File: config.mk
export PLATFORM = sky130hd
export DESIGN_NAME = saes64_fu_arbiter_flat
export DESIGN_NICKNAME = d
export VERILOG_FILES = /design/src/rtl/saes64_fu_arbiter_if.sv /design/src/rtl/saes64_fu_arbiter.sv /design/src/flat_wrapper.sv
export SDC_FILE = /design/constraint.sdc
export NUM_CORES = 1
export LEC_CHECK = 0
export CORE_AREA = 2 2 212 214
export DETAILED_ROUTE_END_ITERATION = 10
export DIE_AREA = 0 0 214 216
export SETUP_SLACK_MARGIN = 0.1
export SLEW_MARGIN = 20
export SYNTH_ARGS = -nofsm -noshare
export SYNTH_HDL_FRONTEND = slang
export SYNTH_SLANG_ARGS = --single-unit
File: constraint.sdc
create_clock -name g_clk -period 2.52 [get_ports g_clk]
set_clock_uncertainty 0.05 [all_clocks]
set_input_delay 0.252 -clock g_clk [delete_from_list [all_inputs] [get_ports g_clk]]
set_output_delay 0.252 -clock g_clk [all_outputs]
set_load 0.02 [all_outputs]
File: src/rtl/saes64_fu_arbiter_if.sv
// saes64_fu_arbiter_if: request, response and FU-side signals of the saes64 FU arbiter
interface saes64_fu_arbiter_if;
  logic        req0_valid, req0_accept, req1_valid, req1_accept;
  logic [2:0]  req0_op, req1_op;
  logic [63:0] req0_rs1, req0_rs2, req1_rs1, req1_rs2;
  logic [3:0]  req0_rcon, req1_rcon;
  logic [1:0]  rsp_valid, rsp_ready;
  logic [63:0] rsp_rd;
  logic        rsp_err;
  logic        fu_valid, fu_ready;
  logic [63:0] fu_rs1, fu_rs2, fu_rd;
  logic [3:0]  fu_enc_rcon;
  logic [6:0]  fu_op;
  modport slave (
    input  req0_valid, req0_op, req0_rs1, req0_rs2, req0_rcon,
    input  req1_valid, req1_op, req1_rs1, req1_rs2, req1_rcon,
    input  rsp_ready, fu_rd, fu_ready,
    output req0_accept, req1_accept, rsp_valid, rsp_rd, rsp_err,
    output fu_valid, fu_rs1, fu_rs2, fu_enc_rcon, fu_op
  );
  modport master (
    output req0_valid, req0_op, req0_rs1, req0_rs2, req0_rcon,
    output req1_valid, req1_op, req1_rs1, req1_rs2, req1_rcon,
    output rsp_ready, fu_rd, fu_ready,
    input  req0_accept, req1_accept, rsp_valid, rsp_rd, rsp_err,
    input  fu_valid, fu_rs1, fu_rs2, fu_enc_rcon, fu_op
  );
endinterface

File: src/rtl/saes64_fu_arbiter.sv
// saes64_fu_arbiter: round-robin sharing of one saes64 FU between two requesters; optional ISSUE timeout via SAES64_FU_ARBITER_TIMEOUT_EN
module saes64_fu_arbiter #(
  parameter int TIMEOUT_CYCLES = 64,
  parameter bit RESET_PRIO     = 1'b0
) (
  input logic               g_clk,
  input logic               g_reset,
  saes64_fu_arbiter_if.slave bus
);
  localparam logic [1:0] IDLE  = 2'd0;
  localparam logic [1:0] ISSUE = 2'd1;
  localparam logic [1:0] RESP  = 2'd2;
  logic [1:0]  state_q, state_d;
  logic        ptr_q, ptr_d, gnt_q, gnt_d;
  logic [2:0]  op_q, op_d;
  logic [63:0] rs1_q, rs1_d, rs2_q, rs2_d, rd_q, rd_d;
  logic [3:0]  rcon_q, rcon_d;
  logic        err_q, err_d;
  logic        gnt, take, issue, tmo;
  logic [2:0]  sel_op;
  assign gnt    = (ptr_q ? bus.req1_valid : bus.req0_valid) ? ptr_q : !ptr_q;
  assign take   = state_q == IDLE && !g_reset && (bus.req0_valid || bus.req1_valid);
  assign sel_op = gnt ? bus.req1_op : bus.req0_op;
  assign issue  = state_q == ISSUE;
`ifdef SAES64_FU_ARBITER_TIMEOUT_EN
  localparam int CW = $clog2(TIMEOUT_CYCLES + 1) > 8 ? $clog2(TIMEOUT_CYCLES + 1) : 8;
  logic [CW-1:0] cnt_q;
  assign tmo = issue && cnt_q == CW'(TIMEOUT_CYCLES - 1);
  // Cycles spent in ISSUE; held at zero outside it so each op starts from zero
  always_ff @(posedge g_clk)
    cnt_q <= (g_reset || !issue) ? '0 : cnt_q + 1'b1;
`else
  logic unused_timeout;
  assign tmo            = 1'b0;
  assign unused_timeout = TIMEOUT_CYCLES != 0;
`endif
  assign bus.req0_accept = take && !gnt;
  assign bus.req1_accept = take && gnt;
  assign bus.fu_valid    = issue;
  assign bus.fu_op       = issue ? 7'b1 << op_q : 7'b0;
  assign bus.fu_rs1      = rs1_q;
  assign bus.fu_rs2      = rs2_q;
  assign bus.fu_enc_rcon = rcon_q;
  assign bus.rsp_valid   = state_q == RESP ? (gnt_q ? 2'b10 : 2'b01) : 2'b00;
  assign bus.rsp_rd      = rd_q;
  assign bus.rsp_err     = err_q;
  // Next state: grant and latch in IDLE, finish on fu_ready (or timeout), release on winner's rsp_ready
  always_comb begin
    state_d = state_q;
    ptr_d   = ptr_q;
    gnt_d   = gnt_q;
    op_d    = op_q;
    rs1_d   = rs1_q;
    rs2_d   = rs2_q;
    rcon_d  = rcon_q;
    rd_d    = rd_q;
    err_d   = err_q;
    if (take) begin
      state_d = sel_op == 3'd7 ? RESP : ISSUE;
      ptr_d   = !gnt;
      gnt_d   = gnt;
      op_d    = sel_op;
      rs1_d   = gnt ? bus.req1_rs1 : bus.req0_rs1;
      rs2_d   = gnt ? bus.req1_rs2 : bus.req0_rs2;
      rcon_d  = gnt ? bus.req1_rcon : bus.req0_rcon;
      rd_d    = '0;
      err_d   = sel_op == 3'd7;
    end else if (issue && (bus.fu_ready || tmo)) begin
      state_d = RESP;
      rd_d    = bus.fu_ready ? bus.fu_rd : '0;
      err_d   = !bus.fu_ready;
    end else if (state_q == RESP && bus.rsp_ready[gnt_q]) begin
      state_d = IDLE;
    end
  end
  // State and latch registers; reset drops any in-flight op
  always_ff @(posedge g_clk) begin
    if (g_reset) begin
      state_q <= IDLE;
      ptr_q   <= RESET_PRIO;
      gnt_q   <= 1'b0;
      op_q    <= '0;
      rs1_q   <= '0;
      rs2_q   <= '0;
      rcon_q  <= '0;
      rd_q    <= '0;
      err_q   <= 1'b0;
    end else begin
      state_q <= state_d;
      ptr_q   <= ptr_d;
      gnt_q   <= gnt_d;
      op_q    <= op_d;
      rs1_q   <= rs1_d;
      rs2_q   <= rs2_d;
      rcon_q  <= rcon_d;
      rd_q    <= rd_d;
      err_q   <= err_d;
    end
  end
endmodule

File: src/flat_wrapper.sv
// flat-port wrapper written by rule: the top's interface ports become plain ports
module saes64_fu_arbiter_flat 
#(
  parameter int TIMEOUT_CYCLES = 64,
  parameter bit RESET_PRIO     = 1'b0
)
  (g_clk, g_reset, bus_req0_valid, bus_req0_op, bus_req0_rs1, bus_req0_rs2, bus_req0_rcon, bus_req1_valid, bus_req1_op, bus_req1_rs1, bus_req1_rs2, bus_req1_rcon, bus_rsp_ready, bus_fu_rd, bus_fu_ready, bus_req0_accept, bus_req1_accept, bus_rsp_valid, bus_rsp_rd, bus_rsp_err, bus_fu_valid, bus_fu_rs1, bus_fu_rs2, bus_fu_enc_rcon, bus_fu_op);
  saes64_fu_arbiter_if bus_i ();
  input logic g_clk;
  input logic g_reset;
  input wire logic [$bits(bus_i.req0_valid)-1:0] bus_req0_valid;
  input wire logic [$bits(bus_i.req0_op)-1:0] bus_req0_op;
  input wire logic [$bits(bus_i.req0_rs1)-1:0] bus_req0_rs1;
  input wire logic [$bits(bus_i.req0_rs2)-1:0] bus_req0_rs2;
  input wire logic [$bits(bus_i.req0_rcon)-1:0] bus_req0_rcon;
  input wire logic [$bits(bus_i.req1_valid)-1:0] bus_req1_valid;
  input wire logic [$bits(bus_i.req1_op)-1:0] bus_req1_op;
  input wire logic [$bits(bus_i.req1_rs1)-1:0] bus_req1_rs1;
  input wire logic [$bits(bus_i.req1_rs2)-1:0] bus_req1_rs2;
  input wire logic [$bits(bus_i.req1_rcon)-1:0] bus_req1_rcon;
  input wire logic [$bits(bus_i.rsp_ready)-1:0] bus_rsp_ready;
  input wire logic [$bits(bus_i.fu_rd)-1:0] bus_fu_rd;
  input wire logic [$bits(bus_i.fu_ready)-1:0] bus_fu_ready;
  output wire logic [$bits(bus_i.req0_accept)-1:0] bus_req0_accept;
  output wire logic [$bits(bus_i.req1_accept)-1:0] bus_req1_accept;
  output wire logic [$bits(bus_i.rsp_valid)-1:0] bus_rsp_valid;
  output wire logic [$bits(bus_i.rsp_rd)-1:0] bus_rsp_rd;
  output wire logic [$bits(bus_i.rsp_err)-1:0] bus_rsp_err;
  output wire logic [$bits(bus_i.fu_valid)-1:0] bus_fu_valid;
  output wire logic [$bits(bus_i.fu_rs1)-1:0] bus_fu_rs1;
  output wire logic [$bits(bus_i.fu_rs2)-1:0] bus_fu_rs2;
  output wire logic [$bits(bus_i.fu_enc_rcon)-1:0] bus_fu_enc_rcon;
  output wire logic [$bits(bus_i.fu_op)-1:0] bus_fu_op;
  assign bus_i.req0_valid = bus_req0_valid;
  assign bus_i.req0_op = bus_req0_op;
  assign bus_i.req0_rs1 = bus_req0_rs1;
  assign bus_i.req0_rs2 = bus_req0_rs2;
  assign bus_i.req0_rcon = bus_req0_rcon;
  assign bus_i.req1_valid = bus_req1_valid;
  assign bus_i.req1_op = bus_req1_op;
  assign bus_i.req1_rs1 = bus_req1_rs1;
  assign bus_i.req1_rs2 = bus_req1_rs2;
  assign bus_i.req1_rcon = bus_req1_rcon;
  assign bus_i.rsp_ready = bus_rsp_ready;
  assign bus_i.fu_rd = bus_fu_rd;
  assign bus_i.fu_ready = bus_fu_ready;
  assign bus_req0_accept = bus_i.req0_accept;
  assign bus_req1_accept = bus_i.req1_accept;
  assign bus_rsp_valid = bus_i.rsp_valid;
  assign bus_rsp_rd = bus_i.rsp_rd;
  assign bus_rsp_err = bus_i.rsp_err;
  assign bus_fu_valid = bus_i.fu_valid;
  assign bus_fu_rs1 = bus_i.fu_rs1;
  assign bus_fu_rs2 = bus_i.fu_rs2;
  assign bus_fu_enc_rcon = bus_i.fu_enc_rcon;
  assign bus_fu_op = bus_i.fu_op;
  saes64_fu_arbiter #(.TIMEOUT_CYCLES(TIMEOUT_CYCLES), .RESET_PRIO(RESET_PRIO)) u_core (.g_clk(g_clk), .g_reset(g_reset), .bus(bus_i));
endmodule
==> results.yml <==
clock_network:
  clock_sinks: 204
  cts.path.max_buffers: 3
  cts_root_buf: "clkbuf_16"
  htreeDepth: 1
  cts_made_buffers: 25
  clock_latency_ns: 0.53
  post-cts-setup-buffers: 0
  clkSlewWorstSetupHoldPaths_ns: 0.06
  cts_tree: "yes"
floorplanning:
  num_rows: 77
  die_w_um: 214
  io_pins: 550
  die_h_um: 216
  core_um2: 43800
  initial_core_util: 0.190
  dieArea_um2: 46200
global_route:
  overflow: 0
  antenna_found_initial: 3
  grt_pass1_vias: 9507
  grt_use_total: 0.147
  grt_max_degree: 140
  grt_pass1_wl_mm: 54.1
synthesis:
  ys_types: 29
  synth_top_cell_area_share: 0.490
  muxShareOfSynthArea: 0.0156
  synth_top_family_by_area: "simple AND/OR/NAND/NOR gates"
  syn-cell-area_um2: 8340
  synthTopCellsByArea: "dfxtp_1 (49%), nand2_1 (17%), a311oi_1 (13%)"
  synthAdderAreaFrac: 0
  avgSynthCellArea_um2: 7.88
  synth_top_flop_cell: "dfxtp_1"
  synthArstFlopShare: 0
  yosysSeqAreaShare: 0.490
  synth_warnings: 0
  synth_cells: 1058
  synth_edf_count: 0
  synth_nets: 1399
  synth_compound_area_frac: 0.183
  synth_xor_area_frac: 0
  synth-simple-area-share: 0.255
  synth_largest_area_cell: "dfxtp_1"
  synth_seq_cells: 204
placement:
  hpwl_mm: 26.5
  gp_congestion: 0.840
  dp_cells: 2132
  port_buffers: 549
detailed_routing:
  routed_wl_mm: 35.6
  detail_route.wl_per_cell_um: 16.3
  avgViaCountPerCell: 4.35
  drc: 0
  ant_nets: 0
  dr.pass1.iters: 4
  via_count: 9472
  drt_iter0_markers: 476
sta:
  min_period_over_period: 0.921
  max_freq_mhz: 431
  rsz0062_at_grt: "no"
  setup_viol: 0
  tns_ns: 0
  fin_crit_ns: 2.32
  holdWs_ns: 0.209
  drv_slew: 0
  max_slew_margin: 0.461
  worst_pin_slew_ns: 0.808
  final_hold_viol_count: 0
finish:
  fin_nets: 1908
  final_cells: 2179
  area_delta_synth_final_pct: 83.3
  final_layout_size_suffix_gt1_frac: 0.0511
worst_setup_path:
  path_depth: 3
  critPathLaunchType: "register"
  path_class: "register to output port"
  path_cells: "or4_4 -> nor2_2 -> clkdlybuf4s15_2"
  worstPathBufferInverterCount: 1
  cp-startpoint: "u_core.state_q[1]"
  timing.rr.start: "u_core.ptr_q"
  cp_data_required_time_ns: 2.22
  critical_path.max_stage_delay_ns: 0.60
  ff2ff_path_depth: 5
  worstSetupEndpointType: "output port"
  r2r_slack_ns: 0.45
  crit_family: "simple AND/OR/NAND/NOR gates"
  critPathMaxFanout: 6
  crit_slowest_cell: "or4_4"
  cp.arrival_ns: 2.02
power:
  power_leakage_nw: 5.50
  peakVddDrop_mv: 0.405
  power_density_nw_per_um2: 669
outcome:
  status: "finished clean"
job:
  drv_cap: 0
hold_path:
  hold_depth: 3
  hold_start: "bus_fu_rd[23]"
  worstHoldPathType: "primary input to register"
## area by class of cell
class	instances	area, µm²
Inverter	2	7.51
Timing Repair Buffer	576	5780
Sequential cell	204	4090
Antenna cell	1	2.50
Tap cell	592	741
Clock buffer	37	731
Fill cell	4558	28600
Multi-Input combinational cell	758	3820
Clock inverter	9	106
## path summary, 6_finish.rpt
kind                           end
min reg2reg  u_core.bus.rsp_rd[17]
min          u_core.bus.rsp_rd[23]
max                bus_req0_accept
max reg2reg  u_core.bus.fu_rs1[17]
## synth_stat cells, drive strengths merged, types with 3 or more instances
cell / count
nor3b: 3
a311oi: 123
nor2: 130
dfxtp: 204
nand2b: 6
a21oi: 66
and2: 3
nor3: 3
buf: 58
clkbuf: 36
nand2: 376
nand3b: 12
mux2i: 13
o21ai: 13
## flip-flops by register name (all words and copies together), names as in the netlist
| signal | cells |
|---|---|
| u_core.bus.rsp_rd | 64 |
| u_core.op_q | 3 |
| u_core.bus.fu_rs1 | 64 |
| u_core.gnt_q | 1 |
| u_core.state_q | 2 |
| u_core.ptr_q | 1 |
| u_core.bus.fu_rs2 | 64 |
| u_core.bus.fu_enc_rcon | 4 |
| u_core.bus.rsp_err | 1 |
## cells in the final DEF, fill, tap and decap left out, drive strengths merged, types with 2 or more instances in the layout
master / Yosys / layout
dlygate4sd2: 0 / 7
o22ai: 2 / 2
nor2: 130 / 130
bufinv: 0 / 2
inv: 2 / 3
a21oi: 66 / 66
nor3: 3 / 3
dfxtp: 204 / 204
nand3b: 12 / 12
nand2b: 6 / 6
clkinv: 0 / 6
clkbuf: 36 / 38
a311oi: 123 / 123
nor3b: 3 / 3
clkdlybuf4s50: 0 / 539
nand2: 376 / 376
mux2i: 13 / 13
and2: 3 / 3
buf: 58 / 28
o21ai: 13 / 13
## stage by stage
| stage | utilization | worst slack, ns | area (µm²) | total power, mW |
|---|---|---|---|---|
| 5_1_grt | 0.348 | 0.103 | 15300 | 10.7 |
| 3_5_place_dp | 0.329 | 0.0128 | 14400 | 6.66 |
| 6_report | 0.348 | 0.198 | 15300 | 10.2 |
| 4_1_cts | 0.349 | 0.105 | 15300 | 10.4 |
| 3_3_place_gp | 0.329 | 0.00374 | 14400 | 6.63 |
| 2_1_floorplan | - | 0.847 | 8340 | 5.13 |
## power by group
part	switching, mW	internal, mW	total, mW
logic	1.47	1.39	2.85
registers	0.180	3.54	3.72
clock network	1.45	2.21	3.66
## timing repair
item,CTS,global route
setup endpoints to repair,10,1
hold endpoints to repair,0,0
gates resized for setup,15,2
hold buffers,0,0
## kinds of logic after synthesis
logic type	Yosys count
compound gates	207
mux	13
simple gates	538
buf+inv	96
flops	204
## routing by layer
| layer | up-vias | track usage | share of wire |
|---|---|---|---|
| li1 | 4633 | - | - |
| met1 | 4365 | 0.167 | 0.40 |
| met2 | 403 | 0.256 | 0.48 |
| met3 | 69 | 0.0516 | 0.090 |
| met4 | 2 | 0.0485 | 0.031 |
| met5 | - | 0 | 0.00028 |
## worst register-to-register path, stage by stage, from the launching register on
cell and delay, ns:
dfxtp_1 0.34, nand2b_1 0.27, and2_4 0.23, buf_12 0.36, nand2_1 0.42, a311oi_1 0.29
Power figures use the tool's default switching activity.
